File: config.mk
export PLATFORM = sky130hd
export DESIGN_NAME = pwl_spf_rst_sched_flat
export DESIGN_NICKNAME = d
export VERILOG_FILES = /design/src/rtl/pwl_spf_rst_sched_pkg.sv /design/src/rtl/pwl_spf_rst_sched_if.sv /design/src/rtl/pwl_spf_rst_sched_rr_arbiter.sv /design/src/rtl/pwl_spf_rst_sched.sv /design/src/flat_wrapper.sv
export SDC_FILE = /design/constraint.sdc
export NUM_CORES = 1
export LEC_CHECK = 0
export CAP_MARGIN = 20
export CELL_PAD_IN_SITES_DETAIL_PLACEMENT = 1
export CELL_PAD_IN_SITES_GLOBAL_PLACEMENT = 2
export CORE_MARGIN = 2
export CORE_UTILIZATION = 34
export DETAILED_ROUTE_END_ITERATION = 7
export PLACE_DENSITY_LB_ADDON = 0.1
export SYNTH_ARGS = -nofsm -noshare
export SYNTH_HDL_FRONTEND = slang
export SYNTH_SLANG_ARGS = --single-unit
File: constraint.sdc
create_clock -name clk -period 4.45 [get_ports clk]
set_input_delay 0.445 -clock clk [delete_from_list [all_inputs] [get_ports clk]]
set_output_delay 0.445 -clock clk [all_outputs]
set_load 0.02 [all_outputs]
File: src/rtl/pwl_spf_rst_sched_pkg.sv
// Shared types and constants for the PWL filter reset scheduler.
package pwl_spf_sched_pkg;

  localparam int N_REQ_DEF = 2;
  localparam int GID_W     = $clog2(N_REQ_DEF);

  typedef enum logic [2:0] {
    IDLE   = 3'd0,
    ASSERT = 3'd1,
    HOLD   = 3'd2,
    SETTLE = 3'd3,
    DONE   = 3'd4
  } state_e;

  // Index width that never collapses to zero bits for a single requester.
  function automatic int gid_width(input int n);
    return (n > 1) ? $clog2(n) : 1;
  endfunction

endpackage

File: src/rtl/pwl_spf_rst_sched_if.sv
// Requester-side and filter-side signals of the reset scheduler.
interface pwl_spf_rst_sched_if #(
  parameter int N_REQ    = 2,
  parameter int CODE_W   = 8,
  parameter int HOLD_W   = 8,
  parameter int SETTLE_W = 12,
  parameter int GID_W    = (N_REQ > 1) ? $clog2(N_REQ) : 1
);

  logic [N_REQ-1:0]        req;
  logic [N_REQ*CODE_W-1:0] req_code;
  logic [HOLD_W-1:0]       hold_cycles;
  logic [SETTLE_W-1:0]     settle_cycles;
  logic [N_REQ-1:0]        ack;
  logic                    flt_reset;
  logic [CODE_W-1:0]       flt_rst_code;
  logic                    busy;
  logic [GID_W-1:0]        grant_id;

  modport master (
    output req, req_code, hold_cycles, settle_cycles,
    input  ack, flt_reset, flt_rst_code, busy, grant_id
  );

  modport slave (
    input  req, req_code, hold_cycles, settle_cycles,
    output ack, flt_reset, flt_rst_code, busy, grant_id
  );

endinterface

File: src/rtl/pwl_spf_rst_sched_rr_arbiter.sv
// Combinational round-robin pick: first requester at or after the pointer.
module rr_arbiter #(
  parameter int N_REQ = 2,
  parameter int GID_W = 1
) (
  input  logic [N_REQ-1:0] req_i,
  input  logic [GID_W-1:0] ptr_i,
  output logic [N_REQ-1:0] gnt_o,
  output logic [GID_W-1:0] idx_o,
  output logic             valid_o
);

  localparam logic [GID_W:0] N_W = (GID_W+1)'(N_REQ);

  logic [N_REQ-1:0] rot_s;
  logic [GID_W:0]   sum_s;

  // Rotate so the pointer sits at bit 0, then scan downward so the lowest offset wins.
  always_comb begin
    rot_s   = N_REQ'({req_i, req_i} >> ptr_i);
    sum_s   = '0;
    valid_o = 1'b0;
    for (int k = N_REQ - 1; k >= 0; k--) begin
      if (rot_s[k]) begin
        sum_s   = {1'b0, ptr_i} + (GID_W+1)'(k);
        valid_o = 1'b1;
      end else begin
        sum_s   = sum_s;
      end
    end
    if (sum_s >= N_W) begin
      sum_s = sum_s - N_W;
    end else begin
      sum_s = sum_s;
    end
    idx_o = sum_s[GID_W-1:0];
    gnt_o = valid_o ? (N_REQ'(1'b1) << idx_o) : '0;
  end

endmodule

File: src/rtl/pwl_spf_rst_sched.sv
// Shares one PWL filter reset port between N_REQ requesters: force a coded
// level, hold it, release, let the filter settle, then acknowledge.
module pwl_spf_rst_sched
  import pwl_spf_sched_pkg::*;
#(
  parameter int                N_REQ     = 2,
  parameter int                CODE_W    = 8,
  parameter int                HOLD_W    = 8,
  parameter int                SETTLE_W  = 12,
  parameter logic [CODE_W-1:0] IDLE_CODE = '0
) (
  input  logic                 clk,
  input  logic                 reset,
  pwl_spf_rst_sched_if.slave   bus
);

  localparam int               GIDW    = gid_width(N_REQ);
  localparam int               CNT_W   = (HOLD_W > SETTLE_W) ? HOLD_W : SETTLE_W;
  localparam logic [GIDW-1:0]  LAST_ID = GIDW'(N_REQ - 1);
  localparam logic [CNT_W-1:0] CNT_ONE = CNT_W'(1'b1);

  state_e              state_q, state_d;
  logic [CNT_W-1:0]    cnt_q, cnt_d;
  logic [GIDW-1:0]     ptr_q, ptr_d;
  logic [GIDW-1:0]     gid_q, gid_d;
  logic [CODE_W-1:0]   code_lat_q, code_lat_d;
  logic [HOLD_W-1:0]   hold_q, hold_d;
  logic [SETTLE_W-1:0] settle_q, settle_d;
  logic [N_REQ-1:0]    ack_q, ack_d;
  logic                flt_reset_q, flt_reset_d;
  logic [CODE_W-1:0]   code_q, code_d;
  logic                busy_q, busy_d;

  logic [CODE_W-1:0]   codes_s [N_REQ];
  logic [CODE_W-1:0]   sel_code_s;
  logic [N_REQ-1:0]    arb_gnt_s;
  logic [GIDW-1:0]     arb_idx_s;
  logic                arb_valid_s;
  logic                req_g_s;
  logic [N_REQ-1:0]    grant_oh_s;

  for (genvar g = 0; g < N_REQ; g++) begin : g_codes
    assign codes_s[g] = bus.req_code[g*CODE_W +: CODE_W];
  end

  rr_arbiter #(
    .N_REQ (N_REQ),
    .GID_W (GIDW)
  ) u_arb (
    .req_i   (bus.req),
    .ptr_i   (ptr_q),
    .gnt_o   (arb_gnt_s),
    .idx_o   (arb_idx_s),
    .valid_o (arb_valid_s)
  );

  assign req_g_s    = bus.req[gid_q];
  assign grant_oh_s = N_REQ'(1'b1) << gid_q;

  // One-hot AND-OR select of the winning requester's code.
  always_comb begin
    sel_code_s = '0;
    for (int g = 0; g < N_REQ; g++) begin
      sel_code_s = sel_code_s | (codes_s[g] & {CODE_W{arb_gnt_s[g]}});
    end
  end

  // Next-state, counters and next output values; outputs follow the next state
  // so code and reset change on the very edge that enters a state.
  always_comb begin
    state_d    = state_q;
    cnt_d      = cnt_q;
    ptr_d      = ptr_q;
    gid_d      = gid_q;
    code_lat_d = code_lat_q;
    hold_d     = hold_q;
    settle_d   = settle_q;
    ack_d      = '0;
    case (state_q)
      IDLE: begin
        if (arb_valid_s) begin
          state_d    = ASSERT;
          gid_d      = arb_idx_s;
          code_lat_d = sel_code_s;
          hold_d     = bus.hold_cycles;
          settle_d   = bus.settle_cycles;
        end else begin
          state_d    = IDLE;
        end
      end
      ASSERT: begin
        if (!req_g_s) begin
          state_d = DONE;
        end else if (hold_q != '0) begin
          state_d = HOLD;
          cnt_d   = CNT_W'(hold_q);
        end else if (settle_q != '0) begin
          state_d = SETTLE;
          cnt_d   = CNT_W'(settle_q);
        end else begin
          state_d = DONE;
          ack_d   = grant_oh_s;
        end
      end
      HOLD: begin
        if (!req_g_s) begin
          state_d = DONE;
          cnt_d   = '0;
        end else if (cnt_q != CNT_ONE) begin
          cnt_d   = cnt_q - CNT_ONE;
        end else if (settle_q != '0) begin
          state_d = SETTLE;
          cnt_d   = CNT_W'(settle_q);
        end else begin
          state_d = DONE;
          cnt_d   = '0;
          ack_d   = grant_oh_s;
        end
      end
      SETTLE: begin
        if (!req_g_s) begin
          state_d = DONE;
          cnt_d   = '0;
        end else if (cnt_q != CNT_ONE) begin
          cnt_d   = cnt_q - CNT_ONE;
        end else begin
          state_d = DONE;
          cnt_d   = '0;
          ack_d   = grant_oh_s;
        end
      end
      DONE: begin
        state_d = IDLE;
        ptr_d   = (gid_q == LAST_ID) ? '0 : gid_q + GIDW'(1'b1);
      end
      default: begin
        state_d = IDLE;
        cnt_d   = '0;
      end
    endcase
    flt_reset_d = (state_d == ASSERT) || (state_d == HOLD);
    busy_d      = (state_d != IDLE);
    code_d      = (state_d == IDLE) ? IDLE_CODE : code_lat_d;
  end

  // State, latched configuration and registered outputs.
  always_ff @(posedge clk) begin
    if (reset) begin
      state_q     <= IDLE;
      cnt_q       <= '0;
      ptr_q       <= '0;
      gid_q       <= '0;
      code_lat_q  <= '0;
      hold_q      <= '0;
      settle_q    <= '0;
      ack_q       <= '0;
      flt_reset_q <= 1'b0;
      code_q      <= IDLE_CODE;
      busy_q      <= 1'b0;
    end else begin
      state_q     <= state_d;
      cnt_q       <= cnt_d;
      ptr_q       <= ptr_d;
      gid_q       <= gid_d;
      code_lat_q  <= code_lat_d;
      hold_q      <= hold_d;
      settle_q    <= settle_d;
      ack_q       <= ack_d;
      flt_reset_q <= flt_reset_d;
      code_q      <= code_d;
      busy_q      <= busy_d;
    end
  end

  assign bus.ack          = ack_q;
  assign bus.flt_reset    = flt_reset_q;
  assign bus.flt_rst_code = code_q;
  assign bus.busy         = busy_q;
  assign bus.grant_id     = gid_q;

endmodule
File: src/flat_wrapper.sv
// flat-port wrapper written by rule: the top's interface ports become plain ports
module pwl_spf_rst_sched_flat import pwl_spf_sched_pkg::*;
#(
  parameter int                N_REQ     = 2,
  parameter int                CODE_W    = 8,
  parameter int                HOLD_W    = 8,
  parameter int                SETTLE_W  = 12,
  parameter logic [CODE_W-1:0] IDLE_CODE = '0
)
  (clk, reset, bus_req, bus_req_code, bus_hold_cycles, bus_settle_cycles, bus_ack, bus_flt_reset, bus_flt_rst_code, bus_busy, bus_grant_id);
  pwl_spf_rst_sched_if #(.N_REQ(N_REQ), .CODE_W(CODE_W), .HOLD_W(HOLD_W), .SETTLE_W(SETTLE_W)) bus_i ();
  input  logic clk;
  input  logic reset;
  input wire logic [$bits(bus_i.req)-1:0] bus_req;
  input wire logic [$bits(bus_i.req_code)-1:0] bus_req_code;
  input wire logic [$bits(bus_i.hold_cycles)-1:0] bus_hold_cycles;
  input wire logic [$bits(bus_i.settle_cycles)-1:0] bus_settle_cycles;
  output wire logic [$bits(bus_i.ack)-1:0] bus_ack;
  output wire logic [$bits(bus_i.flt_reset)-1:0] bus_flt_reset;
  output wire logic [$bits(bus_i.flt_rst_code)-1:0] bus_flt_rst_code;
  output wire logic [$bits(bus_i.busy)-1:0] bus_busy;
  output wire logic [$bits(bus_i.grant_id)-1:0] bus_grant_id;
  assign bus_i.req = bus_req;
  assign bus_i.req_code = bus_req_code;
  assign bus_i.hold_cycles = bus_hold_cycles;
  assign bus_i.settle_cycles = bus_settle_cycles;
  assign bus_ack = bus_i.ack;
  assign bus_flt_reset = bus_i.flt_reset;
  assign bus_flt_rst_code = bus_i.flt_rst_code;
  assign bus_busy = bus_i.busy;
  assign bus_grant_id = bus_i.grant_id;
  pwl_spf_rst_sched #(.N_REQ(N_REQ), .CODE_W(CODE_W), .HOLD_W(HOLD_W), .SETTLE_W(SETTLE_W), .IDLE_CODE(IDLE_CODE)) u_core (.clk(clk), .reset(reset), .bus(bus_i));
endmodule
==> metrics.txt <==
status=complete, no violations; fin crit share=54.2%; clock root cell=clkbuf_8; Clock H-tree levels=3; synthesized area=2810 µm²; HP Start=u_core.settle_q[5]; die width=95.0 µm; max_slew headroom=39.2%; grt ovf=0; Netlist cell types=54; Vias/cell=5.23; Chip Height=95.0 µm; Fin Hold WS=0.478 ns; RSZ-0062 raised after global routing=false; Core Util, Final=43.6%; Worst Hold Depth=2; Area Overhead vs Synth=26.0%; Pre-Repair DR Iteration Count=4; Cells after DPL=454; Post-synth EDFFs=0; Post-Syn Nets=356; Synth Warn #=0; Slew @ Worst Pin=0.910 ns; Reg2Reg Launch Point=u_core.cnt_q[0]; part of the Yosys area used for sequential elements=40.6%; Routed wire per std cell=17.1 µm; Num Clock Sinks=57; Worst Path Required=4.65 ns; # Post-CTS Setup Buffers=0; leakage=1.29 nW; share of cells above drive strength 1=12.1%; CTS tree=yes; antenna viol nets, final=0; non-filler instance count after layout=470; Period minus WS final=2.41 ns; crit-path max FO=18; DRC viols=0; worst r2r path cells=6; Core Area=8130 µm²; Synth area leader=dfxtp_1; hold buffers post-CTS=0; Ports=53; Post-synth ARST share=0%; post-route setup slack=2.04 ns; worst hold path class=reg2reg; die footprint=9020 µm²; vias in the first global route=2,457; worst vdd ir=0.192 mV; mean post-synth cell area=8.96 µm²; first-pass GRT wire length=13,000 µm; row cnt=33; Area after DPL=3370 µm²; number of synthesized register bits=57; Final Slew Violations=0; initial antenna violation count=0; total CTS buffers=9; final instance area=3550 µm²; fmax=0.415 GHz; Final Skew=0.00965 ns; kind of critical path=reg2reg; GR Util All Layers=19.2%; count leader, synth=dfxtp_1; antenna cells=0; Power, Total=1.64 mW; Critical Path Start Type=flop; reg-to-reg endpoint=u_core.bus.flt_rst_code[7]; CTS Buffer Depth=2; Detailed Route Iter0 Violations=63; post-DP HPWL=5750 µm; Routed WL=8030 µm; Post-Syn Instances=314; pwr dens=462 nW/µm²; largest cells by area after synthesis=dfxtp_1 41%, nand2_1 7.2%, a21oi_1 4.8%; pre-CTS WS=1.88 ns; worst-skew pair later-pin latency=0.35 ns; synth cell count leaders=57 x dfxtp_1, 54 x nand2_1, 27 x a21oi_1; setup TNS=0 ns; Buffers on Ports=52; final hold vios=0; final setup vio count=0; Worst Hold Endpoint=u_core.settle_q[5]; CTS resizes=0; Reg clk slew, reported paths=0.07 ns; R2R Setup Slk=2.04 ns; largest net degree at the start of global routing=35; Starting Density=34.6%; Max Cap Viol=0; share of the synthesized area in the top cell type=40.6%; DR vias=2,458; fin nets=402; placer congestion estimate=0.828; CP arrival=2.61 ns; Crit. End Element=flop; Post-synth top flop=dfxtp_1
worst max-delay path: stages, from the launching register on:
cell and delay [ns]:
dfxtp_1 0.46, ha_1 0.19, nor4b_2 0.22, nand3_2 0.39, nor2b_4 0.28, a2111oi_4 0.57, nor3_1 0.15
cells in the final DEF (no fill, tap or decap), types with 3 or more instances in the layout:
cell,count
a21oi_1,27
a221oi_1,3
a22oi_1,4
a31oi_1,8
and2_1,3
clkbuf_8,9
clkdlybuf4s50_1,52
dfxtp_1,57
inv_1,5
mux2_2,9
mux2i_1,13
nand2_1,54
nand3_1,7
nor2_1,24
nor3_1,12
nor3b_1,3
nor4_1,5
nor4_4,3
o21ai_0,3
o2bb2ai_1,12
xnor2_1,7
worst max path at each step:
stage	startpoint	to	cells past startpoint
after floorplan	u_core.bus.grant_id	u_core.bus.flt_rst_code[0]	5
after global placement	bus_req[0]	u_core.bus.flt_rst_code[1]	6
after detailed placement	bus_req[0]	u_core.bus.flt_rst_code[3]	6
after CTS	u_core.cnt_q[0]	u_core.bus.flt_rst_code[7]	6
after global routing	u_core.cnt_q[0]	u_core.bus.flt_rst_code[7]	6
final	u_core.cnt_q[0]	u_core.bus.flt_rst_code[7]	6
sequential cells by signal (all words and copies together) (netlist names):
| name | flops |
|---|---|
| u_core.ptr_q | 1 |
| u_core.settle_q | 12 |
| u_core.state_q | 3 |
| u_core.bus.flt_rst_code | 8 |
| u_core.bus.busy | 1 |
| u_core.bus.ack | 2 |
| u_core.cnt_q | 12 |
| u_core.hold_q | 8 |
| u_core.code_lat_q | 8 |
| u_core.bus.flt_reset | 1 |
| u_core.bus.grant_id | 1 |
layer usage:
layer | vias up | part of all wire (%) | track usage, %
met5 | - | 0 | 0
met4 | 0 | 1.4 | 6.76
met1 | 1171 | 49 | 26.4
met3 | 11 | 4.4 | 4.39
li1 | 1226 | - | -
met2 | 50 | 45 | 29.4
kinds of logic (layout without fill, tap and decap cells):
family | count (synthesis) | count (layout) | share of synthesized area (%)
fa+ha+maj | 2 | 2 | 0.889
flops | 57 | 57 | 40.6
simple gates | 124 | 124 | 22.8
compound gates | 76 | 76 | 20.0
mux | 22 | 22 | 8.23
buf+inv | 24 | 75 | 4.71
xor+xnor | 9 | 9 | 2.80
where the power goes:
part / internal, mW / total [mW] / switching [mW]
logic: 0.223 / 0.541 / 0.318
registers: 0.581 / 0.651 / 0.0697
clock network: 0.206 / 0.448 / 0.242
cell type report:
class / count / area (µm²)
fill: 937 / 4590
multi-input combinational: 233 / 1540
sequential: 57 / 1140
timing repair buffer: 54 / 536
tap: 105 / 131
clock buffer: 9 / 124
clock inverter: 7 / 55.1
inverter: 5 / 18.8
No activity file was read; power rests on OpenSTA's default activity.
==> RTL change 1, RTL diff (config.mk and constraints unchanged) <==
`CODE_W` is set to 8 in 3 places; all go to 6.
--- a/src/rtl/pwl_spf_rst_sched_if.sv
+++ b/src/rtl/pwl_spf_rst_sched_if.sv
@@ -2,5 +2,5 @@
 interface pwl_spf_rst_sched_if #(
   parameter int N_REQ    = 2,
-  parameter int CODE_W   = 8,
+  parameter int CODE_W   = 6,
   parameter int HOLD_W   = 8,
   parameter int SETTLE_W = 12,
--- a/src/rtl/pwl_spf_rst_sched.sv
+++ b/src/rtl/pwl_spf_rst_sched.sv
@@ -5,5 +5,5 @@
 #(
   parameter int                N_REQ     = 2,
-  parameter int                CODE_W    = 8,
+  parameter int                CODE_W    = 6,
   parameter int                HOLD_W    = 8,
   parameter int                SETTLE_W  = 12,
--- a/src/flat_wrapper.sv
+++ b/src/flat_wrapper.sv
@@ -3,5 +3,5 @@
 #(
   parameter int                N_REQ     = 2,
-  parameter int                CODE_W    = 8,
+  parameter int                CODE_W    = 6,
   parameter int                HOLD_W    = 8,
   parameter int                SETTLE_W  = 12,
Interface: changed (resized bus_flt_rst_code and bus_req_code); port bits go from 53 to 47. No check against the original RTL was run, so the function may have changed too.
==> RTL change 1 against the unedited design <==
Sequential cell count fell by 4. Combinational power fell by 39%. Sequential power fell by 13%. Die area fell by 8.0%. Wire length fell by 9.7%. Synthesized area fell by 8.4%. Power fell by 25%. Design area fell by 9.0%. Maximum frequency rose by 8.6%. First-iteration DRC count rose by 40%. Via count fell by 6.9%. Worst setup slack improved by 0.19 ns. Critical path type is now in2reg. Largest cell class unchanged.
==> RTL change 1: results (changes against the unedited design) <==
Power and ir drop
  • IR drop worst, VDD: 0.1648 mV (-14%)
  • Leak: 1.138 nW (-12%)
  • Internal power: 0.8290 mW (-18%)

Route
  • Routed met1 length: 3790 µm (-3.8%)
  • WL met3: 227 µm (-36%)
  • Post-DR vias/cell: 5.371 (+2.7%)
  • DRT iter0 DRCs: 88 (+40%)
  • Avg WL per Cell: 17.02 µm (-0.36%)
  • DR WL met2: 3179 µm (-12%)
  • Drt first pass iters: 4 (unchanged)

Critical path
  • FF-to-FF End: u_core.bus.flt_rst_code[1]
  • RR Startpoint: u_core.cnt_q[1]
  • CP peak stage delay: 0.49 ns (-0.08 ns)
  • Arr. time, crit path: 2.39 ns (-0.22 ns)
  • Critical path peak fanout: 7 (-11)
  • Largest delay share family, worst path: compound AO/OA/AOI/OAI gates
  • Slowest-stage cell, CP: clkdlybuf4s50_1
  • CP Launch Point: bus_req[0]
  • Reg-to-reg slack, setup: 2.28 ns (+0.24 ns)
  • R2R depth: 7 (+1)

Cells and area
  • Layout fillers: 870 (-7.2%)
  • Layout Nets: 365 (-9.2%)
  • Layout cells sized above 1: 0.09480 (-0.02575)
  • Biggest regs: u_core.cnt_q x12, u_core.settle_q x12, u_core.hold_q x8

Synthesis
  • Seq/Total Area, Yosys: 0.4115 (+0.005937)
  • Syn Nets: 323 (-9.3%)
  • Top post-synthesis cells by count: dfxtp_1, nand2_1, a21oi_1
  • Distinct cell type count after synthesis: 56 (+3.7%)
  • Syn. warnings: 0 (unchanged)
  • Top post-synthesis cells by area: dfxtp_1, nand2_1, a21oi_1, a221o_1, mux2i_1

Clock network
  • Clk slew on worst S/H paths: 0.10 ns (+0.03 ns)
  • Clock tree buffer depth: 2 (unchanged)
  • Worst-skew pair later-pin latency: 0.31 ns (-0.04 ns)
  • Cts bufs inserted: 5 (-4)
  • H-tree depth: 2 (-1)

Timing
  • Worst-Margin Slew: 0.9210 ns (+0.01062 ns)
  • Final worst slack: 2.230 ns (+0.1911 ns)
  • Worst hold margin: 0.4836 ns (+0.005136 ns)
  • Worst Skew: 0.004888 ns (-0.004762 ns)

Place
  • DP HPWL: 5309 µm (-7.7%)
  • Pre-CTS WS: 1.914 ns (+0.03366 ns)
  • RD Place Congestion: 0.7844 (-5.3%)
  • IO buf count: 46 (-12%)

Global route
  • GRT Util Overall: 0.1797 (-0.01220)
  • First-pass GRT wire length: 12110 µm (-6.9%)
  • Vias in the first global route: 2379 (-3.2%)
  • Pin count of the biggest net entering global routing: 37 (+5.7%)

Hold path
  • Hold Path End: u_core.settle_q[4]
  • Hold wc startpoint: u_core.settle_q[4]

Status
  • Outcome: completed
-- RTL change 1: cell types whose count changed after synthesis, sizes merged, moves of 7 or more --
cell     change
nor2        -10
nor3         -9
a21oi        +9
o2bb2ai      -8
a221o        +8
mux2         -7
-- RTL change 1: routing by layer --
layer / track usage / up-vias
li1: - / 1139
met5: 0 / -
met4: 0.03914 / 0
met1: 0.2671 / 1098
met3: 0.02822 / 5
met2: 0.2728 / 46
-- RTL change 1: how the worst max path moves through the flow --
stage | end | depth (start not counted)
final | u_core.bus.flt_rst_code[1] | 6
after global routing | u_core.bus.busy | 7
after CTS | u_core.bus.flt_rst_code[1] | 6
after detailed placement | u_core.bus.flt_rst_code[1] | 6
after global placement | u_core.bus.flt_rst_code[3] | 6
after floorplan | u_core.cnt_q[6] | 7
-- RTL change 1: cells by family after synthesis --
family	share of synthesized area
xor+xnor	0.02717
mux	0.03591
buf+inv	0.03154
simple gates	0.2193
compound gates	0.2649
flops	0.4115
fa+ha+maj	0.009702
-- RTL change 1: cell type report --
type	count	area share
multi-input combinational	214	0.4451
sequential	53	0.3288
timing repair buffer	49	0.1497
tap	99	0.03839
clock buffer	5	0.02133
clock inverter	2	0.01202
inverter	4	0.004653
-- RTL change 1: worst min-delay path: cells and delay by family, from the launching register on --
kind	cells	cell delay (ns)
compound gates	1	0.05
flops	1	0.34
simple gates	1	0.06
-- RTL change 1: power groups by stage --
| stage | Sequential (mW) | Clock (mW) | Combinational, mW |
|---|---|---|---|
| final | 0.565 | 0.333 | 0.328 |
| after detailed placement | 0.576 | 0 | 0.329 |
| after CTS | 0.565 | 0.344 | 0.331 |
| after global routing | 0.572 | 0.358 | 0.362 |
| after floorplan | 0.571 | 0 | 0.212 |
| after global placement | 0.575 | 0 | 0.327 |
-- RTL change 1: stage by stage --
step                instance area [µm²]  cells
finish                             3227    426
global route                       3227    426
CTS                                3227    426
detailed placement                 3119    419
global placement                   3119    419
floorplan                          2579    285
==> RTL change 2, RTL diff (config.mk and constraints unchanged) <==
Made on the original files. Make the reset (`reset`) asynchronous in one clocked block.
--- a/src/rtl/pwl_spf_rst_sched.sv
+++ b/src/rtl/pwl_spf_rst_sched.sv
@@ -145,5 +145,5 @@
 
   // State, latched configuration and registered outputs.
-  always_ff @(posedge clk) begin
+  always_ff @(posedge clk or posedge reset) begin
     if (reset) begin
       state_q     <= IDLE;
Behaviour: differs if reset is asserted again (counterexample within 4 cycles, from zero or initial values and one cycle with reset high); with reset held inactive, the same outputs for 10 cycles.
==> RTL change 2 against the unedited design <==
Non-clock buffer count up 3. Combinational power up 96%. Power up 57%. Design area up 3.8%. Wire length down 1.9%. Worst setup slack worse by 0.36 ns. Sequential share of layout area up 6.6 points. Sequential cell count unchanged. Critical path depth down 1. Synthesized area up 1.1%. Global-route usage down 0.31 points. Critical path type unchanged. Largest power group is now combinational logic. Highest routed layer unchanged.
==> RTL change 2: results (changes against the unedited design) <==
Synthesis
  • Compound-cell area share of the yosys netlist: 0.1984 (-0.001673)
  • Async SR Flop Fraction: 1.000 (+1.000)
  • Xor and xnor area share after synthesis: 0.009239 (-0.01877)
  • Adder-Cell Fraction of Synth Area: 0.008799 (-0.00009390)
  • Distinct cell type count after synthesis: 49 (-9.3%)
  • Seq/Total Area, Yosys: 0.5015 (+0.09603)
  • Top post-synthesis cells by area: dfrtp_1, nand2_1, a32oi_1, nor2_1, inv_1
  • Mux cell area share after synthesis: 0.003960 (-0.07830)
  • Syn_area_per_cell: 9.294 µm² (+3.7%)

Global route
  • First-pass GRT wire length: 12980 µm (-0.22%)
  • Pin count of the biggest net entering global routing: 40 (+14%)
  • GRT Util Overall: 0.1888 (-0.003081)
  • Vias in the first global route: 2501 (+1.8%)

Place
  • Pre-CTS WS: 1.459 ns (-0.4209 ns)
  • DP HPWL: 5718 µm (-0.56%)
  • RD Place Congestion: 0.8304 (+0.27%)
  • Placed cell area: 3452 µm² (+2.5%)

Critical path
  • Reg-to-reg slack, setup: 1.67 ns (-0.36 ns)
  • Slowest-stage cell, CP: o22ai_2
  • R2R depth: 5 (-1)
  • Critical path peak fanout: 24 (+6)
  • Arr. time, crit path: 2.98 ns (+0.37 ns)
  • CP peak stage delay: 0.77 ns (+0.20 ns)
  • FF-to-FF End: u_core.cnt_q[4]

Route
  • Avg WL per Cell: 16.82 µm (-1.5%)
  • DRT iter0 DRCs: 144 (+130%)
  • Post-DR vias/cell: 5.312 (+1.6%)
  • Drt first pass iters: 5 (+1)

Cells and area
  • Layout fillers: 957 (+2.1%)
  • Layout cells sized above 1: 0.09642 (-0.02413)
  • Layout Nets: 400 (-0.50%)

Timing
  • Worst Skew: 0.008998 ns (-0.0006526 ns)
  • Worst hold margin: 0.4667 ns (-0.01177 ns)
  • Worst-Margin Slew: 0.8970 ns (-0.01340 ns)

Status
  • Outcome: completed

Power and ir drop
  • IR drop worst, VDD: 0.3178 mV (+65%)
  • Leak: 1.634 nW (+26%)
  • Cell Pwr Density: 696.8 nW/µm² (+51%)

Hold path
  • Hold Path End: u_core.code_lat_q[1]
==> RTL change 2: cell types whose count changed after synthesis, moves of 7 or more <==
cell and delta:
a21oi_1 -15, a32oi_1 +12, dfrtp_1 +57, dfxtp_1 -57
inv_1 +13, mux2_2 -8, mux2i_1 -13, nand2_1 +23
nor3_1 -7, o21ai_0 +8, o2bb2ai_1 -12
==> RTL change 2: where the power goes <==
| group | switching (mW) | internal [mW] |
|---|---|---|
| Clock | 0.221 | 0.344 |
| Sequential | 0.207 | 0.731 |
| Combinational | 0.655 | 0.408 |
==> RTL change 2: how the worst max path moves through the flow <==
stage	depth (start not counted)	to	start	slack (ns)
final	5	u_core.cnt_q[4]	u_core.hold_q[0]	1.67
after global routing	5	u_core.cnt_q[5]	u_core.hold_q[0]	1.51
after CTS	5	u_core.cnt_q[4]	u_core.hold_q[0]	1.68
after detailed placement	6	u_core.cnt_q[4]	bus_req[1]	1.46
after global placement	6	u_core.cnt_q[4]	bus_req[1]	1.51
after floorplan	6	u_core.bus.flt_rst_code[0]	u_core.bus.grant_id	2.57
==> RTL change 2: layout make-up <==
| cell class | count | area, µm² | share of cell area |
|---|---|---|---|
| inverter | 18 | 67.56 | 0.01835 |
| tap | 105 | 131.4 | 0.03569 |
| sequential | 57 | 1426 | 0.3875 |
| clock inverter | 5 | 77.57 | 0.02107 |
| timing repair buffer | 57 | 558.0 | 0.1516 |
| clock buffer | 11 | 151.4 | 0.04113 |
| multi-input combinational | 215 | 1269 | 0.3447 |
==> RTL change 2: routing by layer <==
metal	track usage	share of wire	vias up
met2	0.2717	0.44	47
met1	0.2801	0.51	1238
met5	0	0	-
met3	0.05217	0.041	2
li1	-	-	1199
met4	0.04643	0.0043	0
